==> config.mk <==
export PLATFORM = sky130hd
export DESIGN_NAME = prog_mem_ctrl
export DESIGN_NICKNAME = d
export VERILOG_FILES = /design/src/rtl/prog_mem_ctrl.sv
export SDC_FILE = /design/constraint.sdc
export NUM_CORES = 1
export LEC_CHECK = 0
export ABC_AREA = 1
export BUFFER_PORTS_ARGS = -buffer_cell sky130_fd_sc_hd__buf_2
export CELL_PAD_IN_SITES_DETAIL_PLACEMENT = 1
export CELL_PAD_IN_SITES_GLOBAL_PLACEMENT = 1
export CORE_MARGIN = 1
export CORE_UTILIZATION = 40
export DETAILED_ROUTE_END_ITERATION = 16
export MAX_ROUTING_LAYER = met4
export PLACE_DENSITY = 0.9
export RECOVER_POWER = 25
export SLEW_MARGIN = 20
export SYNTH_ARGS = -nofsm -noshare
export SYNTH_HDL_FRONTEND = slang
export SYNTH_SLANG_ARGS = --single-unit
==> constraint.sdc <==
create_clock -name clk_i -period 2.7 [get_ports clk_i]
set_clock_uncertainty 0.1 [all_clocks]
set_input_delay 0.135 -clock clk_i [delete_from_list [all_inputs] [get_ports clk_i]]
set_output_delay 0.135 -clock clk_i [all_outputs]
set_load 0.01 [all_outputs]
==> src/rtl/prog_mem_ctrl.sv <==
// ---------------------------------------------------------------------------
// prog_mem_ctrl
//
// Shares the instruction-memory write port between the CPU and the JTAG byte
// loader. When the loader's USER chain is selected, a programming session
// starts. For the whole session the CPU is held in reset and loses its grant.
// Loader bytes are packed into 32-bit byte-enabled word writes. Any partial
// word still buffered when the session ends is flushed. The CPU is then held
// in reset for a fixed tail before it is released.
//
// Parameters
//   RELEASE_CYCLES  cycles cpu_rst_no stays low after a session ends (>=1)
//   SYNC_STAGES     flops in the jtag_sel_i synchroniser (>=2)
//
// Optional feature
//   PROG_CHECKSUM_EN  when defined, checksum_o is the mod-256 sum of every
//                     byte captured in the current session. When undefined,
//                     checksum_o is tied to zero.
//
// Ports
//   clk_i        in   1   system clock
//   rst_ni       in   1   asynchronous active-low reset
//   jtag_sel_i   in   1   USER chain selected (TCK domain, synchronised here)
//   jtag_we_i    in   1   loader byte valid (level, clk_i domain)
//   jtag_data_i  in   8   loader byte
//   jtag_addr_i  in   10  loader byte address: [9:2] word, [1:0] lane
//   cpu_req_i    in   1   CPU write request
//   cpu_addr_i   in   8   CPU word address
//   cpu_wdata_i  in   32  CPU write data
//   cpu_be_i     in   4   CPU byte enables
//   cpu_gnt_o    out  1   CPU owns the write port this cycle
//   cpu_rst_no   out  1   CPU reset, active-low
//   mem_we_o     out  1   imem write strobe
//   mem_addr_o   out  8   imem word address
//   mem_wdata_o  out  32  imem write data, lane k = bits [8k+7:8k]
//   mem_be_o     out  4   imem byte enables
//   busy_o       out  1   high whenever the controller is not in RUN
//   prog_done_o  out  1   single-cycle pulse on the first cycle of RUN
//   checksum_o   out  8   session byte checksum
// ---------------------------------------------------------------------------
module prog_mem_ctrl #(
   parameter int RELEASE_CYCLES = 16,
   parameter int SYNC_STAGES    = 2
) (
   input  logic        clk_i,
   input  logic        rst_ni,
   input  logic        jtag_sel_i,
   input  logic        jtag_we_i,
   input  logic [7:0]  jtag_data_i,
   input  logic [9:0]  jtag_addr_i,
   input  logic        cpu_req_i,
   input  logic [7:0]  cpu_addr_i,
   input  logic [31:0] cpu_wdata_i,
   input  logic [3:0]  cpu_be_i,
   output logic        cpu_gnt_o,
   output logic        cpu_rst_no,
   output logic        mem_we_o,
   output logic [7:0]  mem_addr_o,
   output logic [31:0] mem_wdata_o,
   output logic [3:0]  mem_be_o,
   output logic        busy_o,
   output logic        prog_done_o,
   output logic [7:0]  checksum_o
);

   localparam int CNT_W = $clog2(RELEASE_CYCLES + 1);
   localparam logic [CNT_W-1:0] CNT_LAST = CNT_W'(RELEASE_CYCLES - 1);

   typedef enum logic [1:0] {
      RUN     = 2'd0,
      PROG    = 2'd1,
      FLUSH   = 2'd2,
      RELEASE = 2'd3
   } state_t;

   state_t                  state_q, state_d;
   logic [SYNC_STAGES-1:0]  selSync_q;
   logic                    selS;
   logic                    weQ_q;
   logic                    capture;
   logic                    enterProg;
   logic [CNT_W-1:0]        cnt_q, cnt_d;
   logic [3:0]              pendBe_q, pendBe_d;
   logic [7:0]              pendAddr_q, pendAddr_d;
   logic [31:0]             pendData_q, pendData_d;
   logic                    wrValid_q, wrValid_d;
   logic [7:0]              wrAddr_q, wrAddr_d;
   logic [31:0]             wrData_q, wrData_d;
   logic [3:0]              wrBe_q, wrBe_d;
   logic                    progDone_q, progDone_d;
   logic [7:0]              capWord;
   logic [3:0]              laneBe;
   logic [31:0]             laneData;
   logic [31:0]             laneMask;
   logic [3:0]              mergedBe;
   logic [31:0]             mergedData;

   // jtag_sel_i comes from the TCK domain. It goes through a plain flop chain
   // before anything in the clk_i domain looks at it. Only the last stage
   // (selS) is used.
   always_ff @(posedge clk_i or negedge rst_ni) begin
      if (!rst_ni) begin
         selSync_q <= '0;
      end else begin
         selSync_q <= {selSync_q[SYNC_STAGES-2:0], jtag_sel_i};
      end
   end

   assign selS = selSync_q[SYNC_STAGES-1];

   // The loader holds jtag_we_i high for one or more cycles per byte. Only
   // the rising edge counts as a byte, and only while a session is active.
   // weQ_q is updated in every state. A level that is already high when
   // PROG is entered therefore does not look like a new byte.
   always_ff @(posedge clk_i or negedge rst_ni) begin
      if (!rst_ni) begin
         weQ_q <= 1'b0;
      end else begin
         weQ_q <= jtag_we_i;
      end
   end

   assign capture   = jtag_we_i & ~weQ_q & (state_q == PROG);
   assign capWord   = jtag_addr_i[9:2];
   assign laneBe    = 4'b0001 << jtag_addr_i[1:0];
   assign laneData  = 32'(jtag_data_i) << {jtag_addr_i[1:0], 3'b000};
   assign laneMask  = 32'h0000_00FF << {jtag_addr_i[1:0], 3'b000};
   assign mergedBe  = pendBe_q | laneBe;
   assign mergedData = (pendData_q & ~laneMask) | laneData;
   assign enterProg = (state_d == PROG) && (state_q != PROG);

   // Main state register plus the packing buffer and the registered write
   // slot. The pending partial word lives only in these flops. An
   // asynchronous reset in the middle of a session therefore discards it
   // and nothing is written.
   always_ff @(posedge clk_i or negedge rst_ni) begin
      if (!rst_ni) begin
         state_q    <= RELEASE;
         cnt_q      <= '0;
         pendBe_q   <= '0;
         pendAddr_q <= '0;
         pendData_q <= '0;
         wrValid_q  <= 1'b0;
         wrAddr_q   <= '0;
         wrData_q   <= '0;
         wrBe_q     <= '0;
         progDone_q <= 1'b0;
      end else begin
         state_q    <= state_d;
         cnt_q      <= cnt_d;
         pendBe_q   <= pendBe_d;
         pendAddr_q <= pendAddr_d;
         pendData_q <= pendData_d;
         wrValid_q  <= wrValid_d;
         wrAddr_q   <= wrAddr_d;
         wrData_q   <= wrData_d;
         wrBe_q     <= wrBe_d;
         progDone_q <= progDone_d;
      end
   end

   // Next-state logic and byte packing.
   //
   // A captured byte goes into the pending word when the byte belongs to
   // that word. Otherwise the pending word is evicted through the write
   // slot, and a fresh buffer is started with the new byte alone. The
   // non-written lanes of the fresh buffer are zero.
   //
   // A word whose four lanes are all filled is written immediately, one
   // cycle after its last byte.
   //
   // FLUSH normally lasts one cycle. There is one exception: the last PROG
   // cycle may capture a byte that evicts the old word. The eviction then
   // occupies the write port during FLUSH, and the new partial word has to
   // wait. In that case FLUSH holds for one more cycle, so the new partial
   // word is still written and not lost.
   always_comb begin
      state_d    = state_q;
      cnt_d      = cnt_q;
      pendBe_d   = pendBe_q;
      pendAddr_d = pendAddr_q;
      pendData_d = pendData_q;
      wrValid_d  = 1'b0;
      wrAddr_d   = '0;
      wrData_d   = '0;
      wrBe_d     = '0;
      progDone_d = 1'b0;

      case (state_q)
         RUN: begin
            if (selS) begin
               state_d    = PROG;
               pendBe_d   = '0;
               pendData_d = '0;
               cnt_d      = '0;
            end
         end

         PROG: begin
            if (capture) begin
               if ((pendBe_q != 4'h0) && (capWord != pendAddr_q)) begin
                  wrValid_d  = 1'b1;
                  wrAddr_d   = pendAddr_q;
                  wrData_d   = pendData_q;
                  wrBe_d     = pendBe_q;
                  pendAddr_d = capWord;
                  pendBe_d   = laneBe;
                  pendData_d = laneData;
               end else if (pendBe_q == 4'h0) begin
                  pendAddr_d = capWord;
                  pendBe_d   = laneBe;
                  pendData_d = laneData;
               end else if (mergedBe == 4'hF) begin
                  wrValid_d  = 1'b1;
                  wrAddr_d   = pendAddr_q;
                  wrData_d   = mergedData;
                  wrBe_d     = 4'hF;
                  pendBe_d   = '0;
                  pendData_d = '0;
               end else begin
                  pendBe_d   = mergedBe;
                  pendData_d = mergedData;
               end
            end
            if (!selS) begin
               state_d = FLUSH;
            end
         end

         FLUSH: begin
            if (!(wrValid_q && (pendBe_q != 4'h0))) begin
               state_d    = RELEASE;
               cnt_d      = '0;
               pendBe_d   = '0;
               pendData_d = '0;
            end
         end

         RELEASE: begin
            if (selS) begin
               state_d    = PROG;
               cnt_d      = '0;
               pendBe_d   = '0;
               pendData_d = '0;
            end else if (cnt_q == CNT_LAST) begin
               state_d    = RUN;
               cnt_d      = '0;
               progDone_d = 1'b1;
            end else begin
               cnt_d = cnt_q + CNT_W'(1);
            end
         end

         default: begin
            state_d = RELEASE;
            cnt_d   = '0;
         end
      endcase
   end

   // Output steering. In RUN the CPU owns the port and its request passes
   // straight through in the same cycle. In every other state the port shows
   // one of two things: the registered loader write from the previous
   // cycle, or, in FLUSH, the leftover partial word. Otherwise the port is
   // idle with all fields zero.
   always_comb begin
      cpu_gnt_o   = 1'b0;
      cpu_rst_no  = 1'b0;
      mem_we_o    = 1'b0;
      mem_addr_o  = '0;
      mem_wdata_o = '0;
      mem_be_o    = '0;

      if (state_q == RUN) begin
         cpu_gnt_o   = 1'b1;
         cpu_rst_no  = 1'b1;
         mem_we_o    = cpu_req_i;
         mem_addr_o  = cpu_addr_i;
         mem_wdata_o = cpu_wdata_i;
         mem_be_o    = cpu_be_i;
      end else if (wrValid_q) begin
         mem_we_o    = 1'b1;
         mem_addr_o  = wrAddr_q;
         mem_wdata_o = wrData_q;
         mem_be_o    = wrBe_q;
      end else if ((state_q == FLUSH) && (pendBe_q != 4'h0)) begin
         mem_we_o    = 1'b1;
         mem_addr_o  = pendAddr_q;
         mem_wdata_o = pendData_q;
         mem_be_o    = pendBe_q;
      end
   end

   assign busy_o      = (state_q != RUN);
   assign prog_done_o = progDone_q;

`ifdef PROG_CHECKSUM_EN
   logic [7:0] checksum_q;

   // Running byte sum for the current session. It is cleared when PROG is
   // entered and then held, so software can still read it after the CPU
   // comes out of reset. Entry and capture never coincide, because capture
   // requires the state to already be PROG.
   always_ff @(posedge clk_i or negedge rst_ni) begin
      if (!rst_ni) begin
         checksum_q <= '0;
      end else if (enterProg) begin
         checksum_q <= '0;
      end else if (capture) begin
         checksum_q <= checksum_q + jtag_data_i;
      end
   end

   assign checksum_o = checksum_q;
`else
   logic unusedEnterProg;

   // With the checksum disabled there is no sum register. Nothing here
   // uses the session-entry strobe, so it is just collected.
   assign unusedEnterProg = enterProg;
   assign checksum_o      = 8'h00;
`endif

endmodule
==> impl_table.tex <==
\begin{tabular}{lr}
\hline
Metric & Value \\
\hline
\multicolumn{2}{l}{\textbf{CTS}} \\
\quad Num Clock Sinks & 100 \\
\quad Number of H-tree levels & 3 \\
\quad Total clock buffers created by CTS & 9 \\
\quad Clock root cell & sky130\_fd\_sc\_hd\_\_clkbuf\_16 \\
\quad Clock-pin slew of the registers on the worst-case setup and hold paths & $\sim$0.08 ns \\
\quad Setup bufs post-CTS & 0 \\
\quad Clock tree from TritonCTS & done \\
\quad Worst-case clock buffer depth & 2 \\
\quad Worst-Skew Late Latency & 0.37 ns \\
\multicolumn{2}{l}{\textbf{GRT}} \\
\quad All-layer global routing usage & 30.2\% \\
\quad Antenna violations before repair & 1 \\
\quad First-pass GRT wire length & 37,500 um \\
\quad Routing usage on met1 & 36.9\% \\
\quad Maximum number of pins on one net before global-route repair & 76 \\
\quad GRT Max-Usage Layer & met2 \\
\quad Overflow after GRT & 0 \\
\quad Met3 global-route usage & approximately 5.4\% \\
\quad Via count of the first global-routing pass & 7,242 \\
\quad Grt met2 use & approximately half \\
\multicolumn{2}{l}{\textbf{Worst setup path}} \\
\quad Sequence of cells on the critical path & inv\_1 -> ha\_2 -> nor2\_1 -> inv\_2 -> o311ai\_0 -> buf\_2 \\
\quad Worst EP required & roughly 2.5 ns \\
\quad Max incr delay on CP & 0.57 ns \\
\quad Crit Reg-Reg Endpoint & wrAddr\_q[4]\$\_DFF\_PN0\_ \\
\quad Kind of launch point of the worst setup path & flop \\
\quad Element type at the critical path end & output port \\
\quad Worst r2r src & pendAddr\_q[0]\$\_DFFE\_PN0P\_ \\
\quad Arrival time worst endpoint & 2.37 ns \\
\quad Depth of the worst register-to-register path & 9 \\
\quad Register-to-register path setup slack & 0.34 ns \\
\quad Highest net fanout along the worst path & 19 \\
\quad Type of the setup path with the least slack & flop to output port \\
\quad Max stage delay cell, worst path & sky130\_fd\_sc\_hd\_\_dfstp\_2 \\
\multicolumn{2}{l}{\textbf{Layout}} \\
\quad Post-synthesis to final-layout area growth & 17.3\% \\
\quad Seq. cell area & 2500 um\^{}2 \\
\quad Number of nets in the final layout & 1,088 \\
\quad Multi-input combinational cell area & 3250 um\^{}2 \\
\quad Fraction of layout instances using a drive strength above 1 & between 15 and 20\% \\
\quad \# fillers & $\sim$2k \\
\quad Utilization after layout & about 48\% \\
\multicolumn{2}{l}{\textbf{Synth}} \\
\quad Synthesis warning total & 0 \\
\quad Combined area of all synthesized cells & 6350 um\^{}2 \\
\quad Area share of the leading cell type in the synthesized netlist & 38.6\% \\
\quad Sequential share of the synthesized area & between 30 and 40\% \\
\quad Synth Register Bits & 100 \\
\quad Average cell area after synthesis & $\sim$6.9 um\^{}2 \\
\quad Top cells by area in the synthesized netlist & sky130\_fd\_sc\_hd\_\_dfrtp\_1 39\%, sky130\_fd\_sc\_hd\_\_nand2\_1 16\%, sky130\_fd\_sc\_hd\_\_nand3\_1 11\% \\
\quad Number of enable flip-flop cells after synthesis & 0 \\
\quad Post-Syn Instances & 920 \\
\quad Cell with the most instances after synthesis & sky130\_fd\_sc\_hd\_\_nand2\_1 \\
\quad Proportion of synthesized flip-flops having asynchronous set or reset & 100\% \\
\quad Cell taking the most area after synthesis & sky130\_fd\_sc\_hd\_\_dfrtp\_1 \\
\quad Top\_reg\_cell synth & sky130\_fd\_sc\_hd\_\_dfrtp\_1 \\
\quad Synth unique cells & 33 \\
\quad Top post-synthesis cells by count & 263 x sky130\_fd\_sc\_hd\_\_nand2\_1, 139 x sky130\_fd\_sc\_hd\_\_nand3\_1, 98 x sky130\_fd\_sc\_hd\_\_dfrtp\_1 \\
\multicolumn{2}{l}{\textbf{Min path}} \\
\quad Count of cells along the worst hold path & 5 \\
\quad Critical hold path startpoint & jtag\_data\_i[4] \\
\quad Hold-critical path endpoint & pendData\_q[20]\$\_DFFE\_PN0P\_ \\
\quad Path type of the worst min-delay path & input port to flop \\
\multicolumn{2}{l}{\textbf{Placed design}} \\
\quad Input/output buffers & 115 \\
\quad Detailed-placement wirelength estimate & 14,800 um \\
\quad Final weighted congestion in routability-driven placement & 0.847 \\
\multicolumn{2}{l}{\textbf{Drt}} \\
\quad Wire length reported by the detailed router & roughly 23,000 um \\
\quad Total number of vias & 7,017 \\
\quad Average routed wire per standard cell & 18.7 um \\
\quad Violation count after the first detailed-route iteration & 438 \\
\quad Antenna-violating nets left & 0 \\
\quad Vias per std cell & $\sim$5.7 \\
\quad Number of detailed-route iterations in the first pass & 5 \\
\quad Remaining design rule violation count & 0 \\
\multicolumn{2}{l}{\textbf{Power}} \\
\quad Clock power frac & between 10\% and 20\% \\
\quad Sw power & 0.00363 W \\
\quad Leakage Power & 3.68 nW \\
\quad Worst vdd ir & 463 uV \\
\quad Total power density per cell area & 982 nW/um\^{}2 \\
\quad Overall power consumption & 0.00732 W \\
\quad Proportion of power drawn by flip-flops and latches & 27.8\% \\
\quad Switching portion of total power & 49.6\% \\
\quad Internal power & 0.00368 W \\
\quad Logic gate share of total power & 53.9\% \\
\multicolumn{2}{l}{\textbf{STA}} \\
\quad Hold Vio Cnt, Final & 0 \\
\quad Worst rel slew slack & -32.5\% \\
\quad Aggregate negative setup slack & 0 ns \\
\quad Highest attainable clock frequency & 0.383 GHz \\
\quad Final setup vio count & 0 \\
\quad Unrepaired setup endpoints after global routing & false \\
\quad Smallest hold slack & 0.101 ns \\
\quad Shortest period the worst path allows & 2.61 ns \\
\quad Fin crit share & between 90 and 100\% \\
\quad Final Slew Violations & 76 \\
\quad Least-Margin Pin Slew & a little under 2 ns \\
\multicolumn{2}{l}{\textbf{Floorplanning}} \\
\quad Top-Level Pins & 124 \\
\quad Die area & between 15,000 and 20,000 um\^{}2 \\
\quad Row cnt & 45 \\
\quad Die width & 128 um \\
\quad DIE HEIGHT & 128 um \\
\quad Initial core utilization & 41.3\% \\
\quad Placeable core region & 15,400 um\^{}2 \\
\multicolumn{2}{l}{\textbf{Status}} \\
\quad Status & finished, violations left \\
\quad Failing checks & max-capacitance violations, max-slew violations \\
\multicolumn{2}{l}{\textbf{Run}} \\
\quad Number of max-cap violations & 1 \\
\hline
\end{tabular}
cell type report:
| type | instances | share of cell area [%] |
|---|---|---|
| Antenna cell | 1 | 0.0336 |
| Clock buffer | 9 | 3.02 |
| Clock inverter | 7 | 0.890 |
| Inverter | 64 | 3.32 |
| Multi-Input combinational cell | 690 | 43.7 |
| Sequential cell | 100 | 33.6 |
| Tap cell | 211 | 3.54 |
| Timing Repair Buffer | 150 | 11.9 |
worst max-delay path: cells and delay by family (launching register included):
kind | cells | cell delay (ns)
adder cells (fa/ha/maj) | 1 | 0.22
flip-flops | 1 | 0.57
AO/OA/AOI/OAI | 1 | 0.47
AND/OR/NAND/NOR | 1 | 0.21
buffers and inverters | 3 | 0.52
layer usage:
metal  up-vias  part of all wire [%]
li1       3215                     -
met1      3459                    44
met2       283                    48
met3        60                   5.4
met4         0                   3.1
met5         -                     0
placed cells by master, fill, tap and decap left out, drive strengths merged:
master       instances
o22ai                1
diode                1
inv                 64
bufinv               1
nand3              142
nand4               23
clkinvlp             1
conb                 8
o311ai              19
nor3b                1
a2bb2oi              1
clkbuf              11
ha                   6
dfstp                2
dlygate4sd3         11
nand2              266
xnor2                8
nor3                 1
buf                137
a21oi               87
o21a                 1
nor2                80
o21ai               46
dfrtp               98
clkinv               5
state kept, by name, summed over array words and instances (netlist names):
| signal | count |
|---|---|
| pendData_q | 32 |
| wrData_q | 32 |
| pendAddr_q | 8 |
| wrAddr_q | 8 |
| cnt_q | 5 |
| pendBe_q | 4 |
| wrBe_q | 4 |
| selSync_q | 2 |
| state_q | 2 |
| prog_done_o | 1 |
| weQ_q | 1 |
| wrValid_q | 1 |
worst max-delay path by stage:
stage / startpoint / endpoint / slack, ns
global route: state_q[1]$_DFFE_PN1P_ / mem_addr_o[7] / 0.01
detailed placement: state_q[1]$_DFFE_PN1P_ / pendData_q[13]$_DFFE_PN0P_ / 0.53
finish: state_q[0]$_DFFE_PN1P_ / mem_addr_o[7] / 0.09
floorplan: state_q[0]$_DFFE_PN1P_ / mem_be_o[0] / 0.43
CTS: state_q[1]$_DFFE_PN1P_ / mem_addr_o[1] / 0.14
global placement: state_q[0]$_DFFE_PN1P_ / mem_addr_o[7] / 0.58
through the flow:
stage,instance area (um^2),setup slack [ns],instances
after CTS,7460,0.144,1231
final,7450,0.0923,1232
after global placement,7050,0.581,1204
after global routing,7450,0.00977,1232
after detailed placement,7050,0.533,1204
after floorplan,6380,0.429,927
logic make-up (layout without fill, tap and decap cells):
logic type | after synthesis | after routing | share of synthesized area (%)
adders and majority gates | 6 | 6 | 1.18
xor gates and xnor gates | 8 | 8 | 1.10
DFF | 100 | 100 | 39.4
AOI/OAI and AO/OA | 155 | 155 | 13.4
buffers and inverters | 137 | 230 | 9.82
other | 1 | 9 | 0.0590
and+or+nand+nor | 513 | 513 | 35.0
power by group through the flow:
stage	Combinational (W)	Sequential, W	Clock, W
after floorplan	0.00260	0.00194	0
after global placement	0.00370	0.00201	0
after detailed placement	0.00382	0.00203	0
after CTS	0.00386	0.00200	0.00135
after global routing	0.00436	0.00205	0.00140
final	0.00395	0.00203	0.00134
what timing repair did:
item | CTS | global route
hold buffers | 11 | 0
endpoints found under the hold margin | 81 | 0
endpoints found under the setup margin | 0 | 1
resized for setup | 0 | 2
No activity file was read; power rests on OpenSTA's default activity.
